File: config.mk
export PLATFORM = sky130hd
export DESIGN_NAME = z80fi_insn_recorder
export DESIGN_NICKNAME = d
export VERILOG_FILES = /design/src/rtl/z80fi_insn_recorder.sv
export SDC_FILE = /design/constraint.sdc
export NUM_CORES = 1
export LEC_CHECK = 0
export ABC_AREA = 1
export CAP_MARGIN = 20
export CORE_MARGIN = 2
export CORE_UTILIZATION = 35
export DETAILED_ROUTE_END_ITERATION = 7
export HOLD_SLACK_MARGIN = 0.06
export PLACE_DENSITY = 0.64
export SYNTH_ARGS = -nofsm -noshare
export SYNTH_HDL_FRONTEND = slang
export SYNTH_SLANG_ARGS = --single-unit
File: constraint.sdc
create_clock -name clk -period 19.7 [get_ports clk]
set_input_delay 3.94 -clock clk [delete_from_list [all_inputs] [get_ports clk]]
set_output_delay 3.94 -clock clk [all_outputs]
set_load 0.02 [all_outputs]
File: src/rtl/z80fi_insn_recorder.sv
// z80fi retirement-packet recorder: splits per-clock core activity at M1 boundaries into one packet per instruction.
// Optional first-read capture is enabled by defining Z80FI_RECORD_MEM_RD_EN.

`ifndef CYCLE_NONE
`define CYCLE_NONE     3'd0
`define CYCLE_M1       3'd1
`define CYCLE_RD_MEM   3'd2
`define CYCLE_WR_MEM   3'd3
`define CYCLE_RDWR_MEM 3'd4
`define CYCLE_RD_IO    3'd5
`define CYCLE_WR_IO    3'd6
`define CYCLE_INTERNAL 3'd7
`endif

module z80fi_insn_recorder #(
   parameter int unsigned TCYC_W = 5,
   parameter int unsigned REGS_W = 128
) (
   input  logic              clk,
   input  logic              reset,
   input  logic              cpu_m1_start,
   input  logic              cpu_mcycle_start,
   input  logic [2:0]        cpu_mcycle_type,
   input  logic              cpu_fetch_valid,
   input  logic [7:0]        cpu_fetch_data,
   input  logic              cpu_mem_wr,
   input  logic [15:0]       cpu_mem_waddr,
   input  logic [7:0]        cpu_mem_wdata,
   input  logic [REGS_W-1:0] cpu_regs,
`ifdef Z80FI_RECORD_MEM_RD_EN
   input  logic              cpu_mem_rd,
   input  logic [15:0]       cpu_mem_raddr,
   input  logic [7:0]        cpu_mem_rdata,
   output logic              z80fi_mem_rd,
   output logic [15:0]       z80fi_bus_raddr,
   output logic [7:0]        z80fi_bus_rdata,
`endif
   output logic              z80fi_valid,
   output logic [31:0]       z80fi_insn,
   output logic [2:0]        z80fi_insn_len,
   output logic [REGS_W-1:0] z80fi_regs_in,
   output logic [REGS_W-1:0] z80fi_regs_out,
   output logic              z80fi_mem_wr,
   output logic [15:0]       z80fi_bus_waddr,
   output logic [7:0]        z80fi_bus_wdata,
   output logic [2:0]        z80fi_mcycle_type1,
   output logic [2:0]        z80fi_mcycle_type2,
   output logic [2:0]        z80fi_mcycle_type3,
   output logic [TCYC_W-1:0] z80fi_tcycles1,
   output logic [TCYC_W-1:0] z80fi_tcycles2,
   output logic [TCYC_W-1:0] z80fi_tcycles3,
   output logic              z80fi_overflow
);

   localparam int unsigned NMC = 3;
   localparam logic [TCYC_W-1:0] TC_MAX = '1;

   typedef enum logic {IDLE, RUN} state_t;
   state_t state;

   // Accumulators for the instruction currently executing
   logic [31:0]       acc_insn,  b_insn,  n_insn;
   logic [2:0]        acc_len,   b_len,   n_len;
   logic [2:0]        acc_idx,   b_idx,   n_idx;
   logic [2:0]        acc_type [NMC];
   logic [2:0]        b_type   [NMC];
   logic [2:0]        n_type   [NMC];
   logic [TCYC_W-1:0] acc_tc   [NMC];
   logic [TCYC_W-1:0] b_tc     [NMC];
   logic [TCYC_W-1:0] n_tc     [NMC];
   logic              acc_wr,    b_wr,    n_wr;
   logic [15:0]       acc_waddr, b_waddr, n_waddr;
   logic [7:0]        acc_wdata, b_wdata, n_wdata;
   logic              acc_ovf,   b_ovf,   n_ovf;
   logic [REGS_W-1:0] acc_regs_in;
   logic              mc_start;
`ifdef Z80FI_RECORD_MEM_RD_EN
   logic              acc_rd,    b_rd,    n_rd;
   logic [15:0]       acc_raddr, b_raddr, n_raddr;
   logic [7:0]        acc_rdata, b_rdata, n_rdata;
`endif

   // M1 start also opens M-cycle 1, even if the core omits the mcycle strobe
   assign mc_start = cpu_mcycle_start | cpu_m1_start;

   // Next accumulator state: restart on M1, then fold in this clock's events
   always_comb begin
      b_insn  = acc_insn;
      b_len   = acc_len;
      b_idx   = acc_idx;
      b_type  = acc_type;
      b_tc    = acc_tc;
      b_wr    = acc_wr;
      b_waddr = acc_waddr;
      b_wdata = acc_wdata;
      b_ovf   = acc_ovf;
`ifdef Z80FI_RECORD_MEM_RD_EN
      b_rd    = acc_rd;
      b_raddr = acc_raddr;
      b_rdata = acc_rdata;
`endif
      if (cpu_m1_start) begin
         b_insn  = '0;
         b_len   = '0;
         b_idx   = '0;
         for (int i = 0; i < NMC; i++) begin
            b_type[i] = `CYCLE_NONE;
            b_tc[i]   = '0;
         end
         b_wr    = 1'b0;
         b_waddr = '0;
         b_wdata = '0;
         b_ovf   = 1'b0;
`ifdef Z80FI_RECORD_MEM_RD_EN
         b_rd    = 1'b0;
         b_raddr = '0;
         b_rdata = '0;
`endif
      end

      n_insn  = b_insn;
      n_len   = b_len;
      n_idx   = b_idx;
      n_type  = b_type;
      n_tc    = b_tc;
      n_wr    = b_wr;
      n_waddr = b_waddr;
      n_wdata = b_wdata;
      n_ovf   = b_ovf;
`ifdef Z80FI_RECORD_MEM_RD_EN
      n_rd    = b_rd;
      n_raddr = b_raddr;
      n_rdata = b_rdata;
`endif

      if (cpu_fetch_valid) begin
         if (b_len < 3'd4) begin
            for (int i = 0; i < 4; i++)
               if (b_len == 3'(i)) n_insn[8*i +: 8] = cpu_fetch_data;
            n_len = b_len + 3'd1;
         end else begin
            n_ovf = 1'b1;
         end
      end

      // Index 4 means "past the recorded M-cycles"; nothing further is counted
      if (mc_start) begin
         if (b_idx < 3'(NMC)) begin
            n_idx = b_idx + 3'd1;
         end else begin
            n_idx = 3'(NMC + 1);
            n_ovf = 1'b1;
         end
      end

      for (int i = 0; i < NMC; i++) begin
         if (n_idx == 3'(i + 1)) begin
            if (mc_start) n_type[i] = cpu_mcycle_type;
            if (b_tc[i] == TC_MAX) n_ovf = 1'b1;
            else                   n_tc[i] = b_tc[i] + TCYC_W'(1);
         end
      end

      if (cpu_mem_wr) begin
         if (!b_wr) begin
            n_wr    = 1'b1;
            n_waddr = cpu_mem_waddr;
            n_wdata = cpu_mem_wdata;
         end else begin
            n_ovf = 1'b1;
         end
      end

`ifdef Z80FI_RECORD_MEM_RD_EN
      if (cpu_mem_rd && !cpu_fetch_valid) begin
         if (!b_rd) begin
            n_rd    = 1'b1;
            n_raddr = cpu_mem_raddr;
            n_rdata = cpu_mem_rdata;
         end else begin
            n_ovf = 1'b1;
         end
      end
`endif
   end

   // FSM, accumulator registers and packet emission
   always_ff @(posedge clk or posedge reset) begin
      if (reset) begin
         state              <= IDLE;
         acc_insn           <= '0;
         acc_len            <= '0;
         acc_idx            <= '0;
         for (int i = 0; i < NMC; i++) begin
            acc_type[i] <= `CYCLE_NONE;
            acc_tc[i]   <= '0;
         end
         acc_wr             <= 1'b0;
         acc_waddr          <= '0;
         acc_wdata          <= '0;
         acc_ovf            <= 1'b0;
         acc_regs_in        <= '0;
         z80fi_valid        <= 1'b0;
         z80fi_insn         <= '0;
         z80fi_insn_len     <= '0;
         z80fi_regs_in      <= '0;
         z80fi_regs_out     <= '0;
         z80fi_mem_wr       <= 1'b0;
         z80fi_bus_waddr    <= '0;
         z80fi_bus_wdata    <= '0;
         z80fi_mcycle_type1 <= `CYCLE_NONE;
         z80fi_mcycle_type2 <= `CYCLE_NONE;
         z80fi_mcycle_type3 <= `CYCLE_NONE;
         z80fi_tcycles1     <= '0;
         z80fi_tcycles2     <= '0;
         z80fi_tcycles3     <= '0;
         z80fi_overflow     <= 1'b0;
`ifdef Z80FI_RECORD_MEM_RD_EN
         acc_rd             <= 1'b0;
         acc_raddr          <= '0;
         acc_rdata          <= '0;
         z80fi_mem_rd       <= 1'b0;
         z80fi_bus_raddr    <= '0;
         z80fi_bus_rdata    <= '0;
`endif
      end else begin
         z80fi_valid <= 1'b0;
         if (cpu_m1_start || state == RUN) begin
            acc_insn  <= n_insn;
            acc_len   <= n_len;
            acc_idx   <= n_idx;
            acc_type  <= n_type;
            acc_tc    <= n_tc;
            acc_wr    <= n_wr;
            acc_waddr <= n_waddr;
            acc_wdata <= n_wdata;
            acc_ovf   <= n_ovf;
`ifdef Z80FI_RECORD_MEM_RD_EN
            acc_rd    <= n_rd;
            acc_raddr <= n_raddr;
            acc_rdata <= n_rdata;
`endif
         end
         if (cpu_m1_start) begin
            state       <= RUN;
            acc_regs_in <= cpu_regs;
            if (state == RUN) begin
               z80fi_valid        <= 1'b1;
               z80fi_insn         <= acc_insn;
               z80fi_insn_len     <= acc_len;
               z80fi_regs_in      <= acc_regs_in;
               z80fi_regs_out     <= cpu_regs;
               z80fi_mem_wr       <= acc_wr;
               z80fi_bus_waddr    <= acc_waddr;
               z80fi_bus_wdata    <= acc_wdata;
               z80fi_mcycle_type1 <= acc_type[0];
               z80fi_mcycle_type2 <= acc_type[1];
               z80fi_mcycle_type3 <= acc_type[2];
               z80fi_tcycles1     <= acc_tc[0];
               z80fi_tcycles2     <= acc_tc[1];
               z80fi_tcycles3     <= acc_tc[2];
               z80fi_overflow     <= acc_ovf;
`ifdef Z80FI_RECORD_MEM_RD_EN
               z80fi_mem_rd       <= acc_rd;
               z80fi_bus_raddr    <= acc_raddr;
               z80fi_bus_rdata    <= acc_rdata;
`endif
            end
         end
      end
   end

endmodule

==> results_dict.tcl <==
set metrics [dict create \
    synth-seq-area-share_pct 64.31 \
    h-tree-depth 2 \
    postCtsResizedCells 0 \
    cts_made_buffers 59 \
    drive_gt1_share_pct 4.651 \
    holdWs_ps 472.7 \
    area_delta_synth_final_pct 35.77 \
    grt_max_degree 290 \
    clk_path_buf_depth 3 \
    intPower_mw 2.137 \
    startpoint_type "input port" \
    wl_per_cell_um 16.31 \
    ys_ff_latch 559 \
    synth_top_flop_cell "dfrtp_1" \
    crit_chain "clkdlybuf4s50_1, inv_8, buf_4, buf_4, buf_4, buf_16, buf_4, buf_16" \
    start_util_pct 35.31 \
    drv_cap 0 \
    setup_viol 0 \
    p_sw_mw 0.8134 \
    coreArea_um2 61600 \
    worst-slew-pin-transition_ps 1396 \
    cp_max_fo 134 \
    grt_pass1_wl_um 94270 \
    vias 17330 \
    powerDensity_nw_per_um2 99.89 \
    comb_power_share_pct 17.6 \
    drt_iter0_drc 1251 \
    critical_path_class "in2async" \
    maxSlewHeadroom_pct 6.954 \
    postCtsSetupBuffers 0 \
    cts.sinks 559 \
    finalHoldViolCount 0 \
    fin_ws_ps 12600 \
    critical_path.slowest_cell "buf_4" \
    antenna_found_initial 2 \
    arrival_ps 7830 \
    tritoncts "done" \
    drt_first_pass_iters 6 \
    switching_share_pct 27.57 \
    p_leak_nw 13.99 \
    clkTransAtPathRegs_ps 60 \
    syn-num-nets 2548 \
    finalCritPeriodShare_pct 36.04 \
    wl_um 60640 \
    cts_root_buffer "clkbuf_16" \
    post-route-min-period_ps 7099 \
    io_buffers 510 \
    ios 511 \
    final_util_pct 47.95 \
    die_h_um 253.3 \
    required_ps 20440 \
    hold_buffers 0 \
    status "finished, final reports clean" \
    synth.avg_cell_area_um2 9.174 \
    die_w_um 253.3 \
    ant_nets 0 \
    synthCells 2371 \
    globalRoute.totalOverflow 0 \
    clkPwrFrac_pct 37.5 \
    final_cell_mix "nand2_1 (898), dfrtp_1 (559), clkdlybuf4s50_1 (509)" \
    row_count 91 \
    hold_path.class "reg2reg" \
    ir_worst_vdd_uv 58.17 \
    cp_common_cell "buf_4" \
    ys_warn_count 0 \
    place_congestion 0.8207 \
    post-place-ws_ps 10990 \
    p_seq_share_pct 45.0 \
    finClkSkew_ps 6.534 \
    slowest_delay_ps 670 \
    synth_edf_count 0 \
    synthArstFlopShare_pct 100.0 \
    drc 0 \
    detailed_place_hpwl_um 41490 \
    die-area_um2 64160 \
    grt_usage_pct 18.45 \
    rsz0062_at_grt "no" \
    synth_area_um2 21750 \
    synth.distinct_cells 28 \
    slew_violations 0 \
    fin_nets 3013 \
    clk_latency_ps 600 \
    fmax_ghz 0.1409 \
    grt_pass1_vias 17120 \
    fin_setup_tns_ps 0 \
    via_per_inst 4.659 \
    cp-end-kind "asynchronous set/reset pin" \
    final_common_cell "nand2_1" \
]
metrics by stage:
stage | power [mW] | cells | cell area, µm²
2_1_floorplan | 1.598 | 2371 | 21750
3_3_place_gp | 1.853 | 3607 | 27460
3_5_place_dp | 1.865 | 3607 | 27460
4_1_cts | 2.983 | 3713 | 29410
5_1_grt | 3.087 | 3719 | 29530
6_report | 2.950 | 3719 | 29530
worst paths after layout:
| kind | startpoint | end | slack [ps] | depth (start not counted) |
|---|---|---|---|---|
| worst max register to register | state | z80fi_regs_in[103] | 16570 | 4 |
| worst max-delay path | reset | z80fi_regs_in[88] | 12600 | 8 |
| max in group clk | cpu_m1_start | z80fi_regs_in[103] | 13220 | 5 |
| worst min-delay path | acc_tc[4] | z80fi_tcycles3[4] | 470 | 2 |
| worst min register to register | acc_tc[4] | z80fi_tcycles3[4] | 470 | 2 |
| min in group asynchronous | reset | z80fi_regs_out[21] | 3960 | 2 |
cell type report:
class                      instances  area [µm²]
timing repair buffer             529        5351
multi-input combinational       1443        6275
tap                              837        1047
fill                            5719       32060
antenna                            1       2.502
inverter                         244       925.9
clock inverter                    15       163.9
sequential                       559       13990
clock buffer                      91        1779
cell families after synthesis:
group	after synthesis	share of synthesized area, %
simple gates	1004	18.05
flops	559	64.31
compound gates	425	10.06
buf+inv	369	6.880
fa+ha+maj	8	0.4602
xor+xnor	6	0.2416
cells in the mapped netlist (2+ instances only):
cell      instances  area, µm²
nand2_1         899       3374
dfrtp_1         559      13990
o21ai_0         369       1847
inv_1           242      908.4
clkbuf_1         69      259.0
nand3_1          46      230.2
nor2_1           36      135.1
o22ai_1          35      219.0
buf_2            26      130.1
buf_4            19      142.6
buf_1            10      37.54
a21oi_1           8      40.04
ha_1              8      100.1
o21ai_1           7      35.03
nand3_2           6      60.06
nand4_1           5      31.28
xnor2_1           5      43.79
nand2_2           4      25.02
nor2_4            4      45.04
nor2_2            3      18.77
o21bai_1          3      22.52
inv_2             2      7.510
per-layer routing:
| layer | up-vias | wire (µm) | part of all wire [%] | global-route usage [%] |
|---|---|---|---|---|
| met4 | 2 | 1738 | 2.9 | 5.714 |
| met1 | 8382 | 26050 | 43 | 24.36 |
| met2 | 514 | 28960 | 48 | 30.31 |
| met3 | 106 | 3876 | 6.4 | 4.060 |
| met5 | - | 13 | 0.021 | 0 |
| li1 | 8322 | - | - | - |
registers in the layout, summed over array words and instances, names as in the netlist, 3 cells and up:
signal	flops
acc_regs_in	128
z80fi_insn	32
z80fi_regs_in	128
z80fi_bus_waddr	16
z80fi_mcycle_type1	3
acc_tc	15
z80fi_regs_out	128
z80fi_tcycles3	5
acc_wdata	8
acc_waddr	16
z80fi_tcycles1	5
acc_type	9
z80fi_mcycle_type3	3
acc_len	3
acc_insn	32
z80fi_bus_wdata	8
z80fi_tcycles2	5
z80fi_insn_len	3
z80fi_mcycle_type2	3
acc_idx	3
power groups by stage:
stage          Combinational, mW  Clock, mW  Sequential (mW)
2_1_floorplan              0.171          0             1.43
3_3_place_gp               0.510          0             1.34
3_5_place_dp               0.520          0             1.35
4_1_cts                    0.522       1.13             1.33
5_1_grt                    0.565       1.18             1.34
6_report                   0.518       1.11             1.33
worst max-delay path, delay by kind of cell:
kind | cells | cell delay (ps)
buffers and inverters | 8 | 3720
Power figures use the tool's default switching activity.
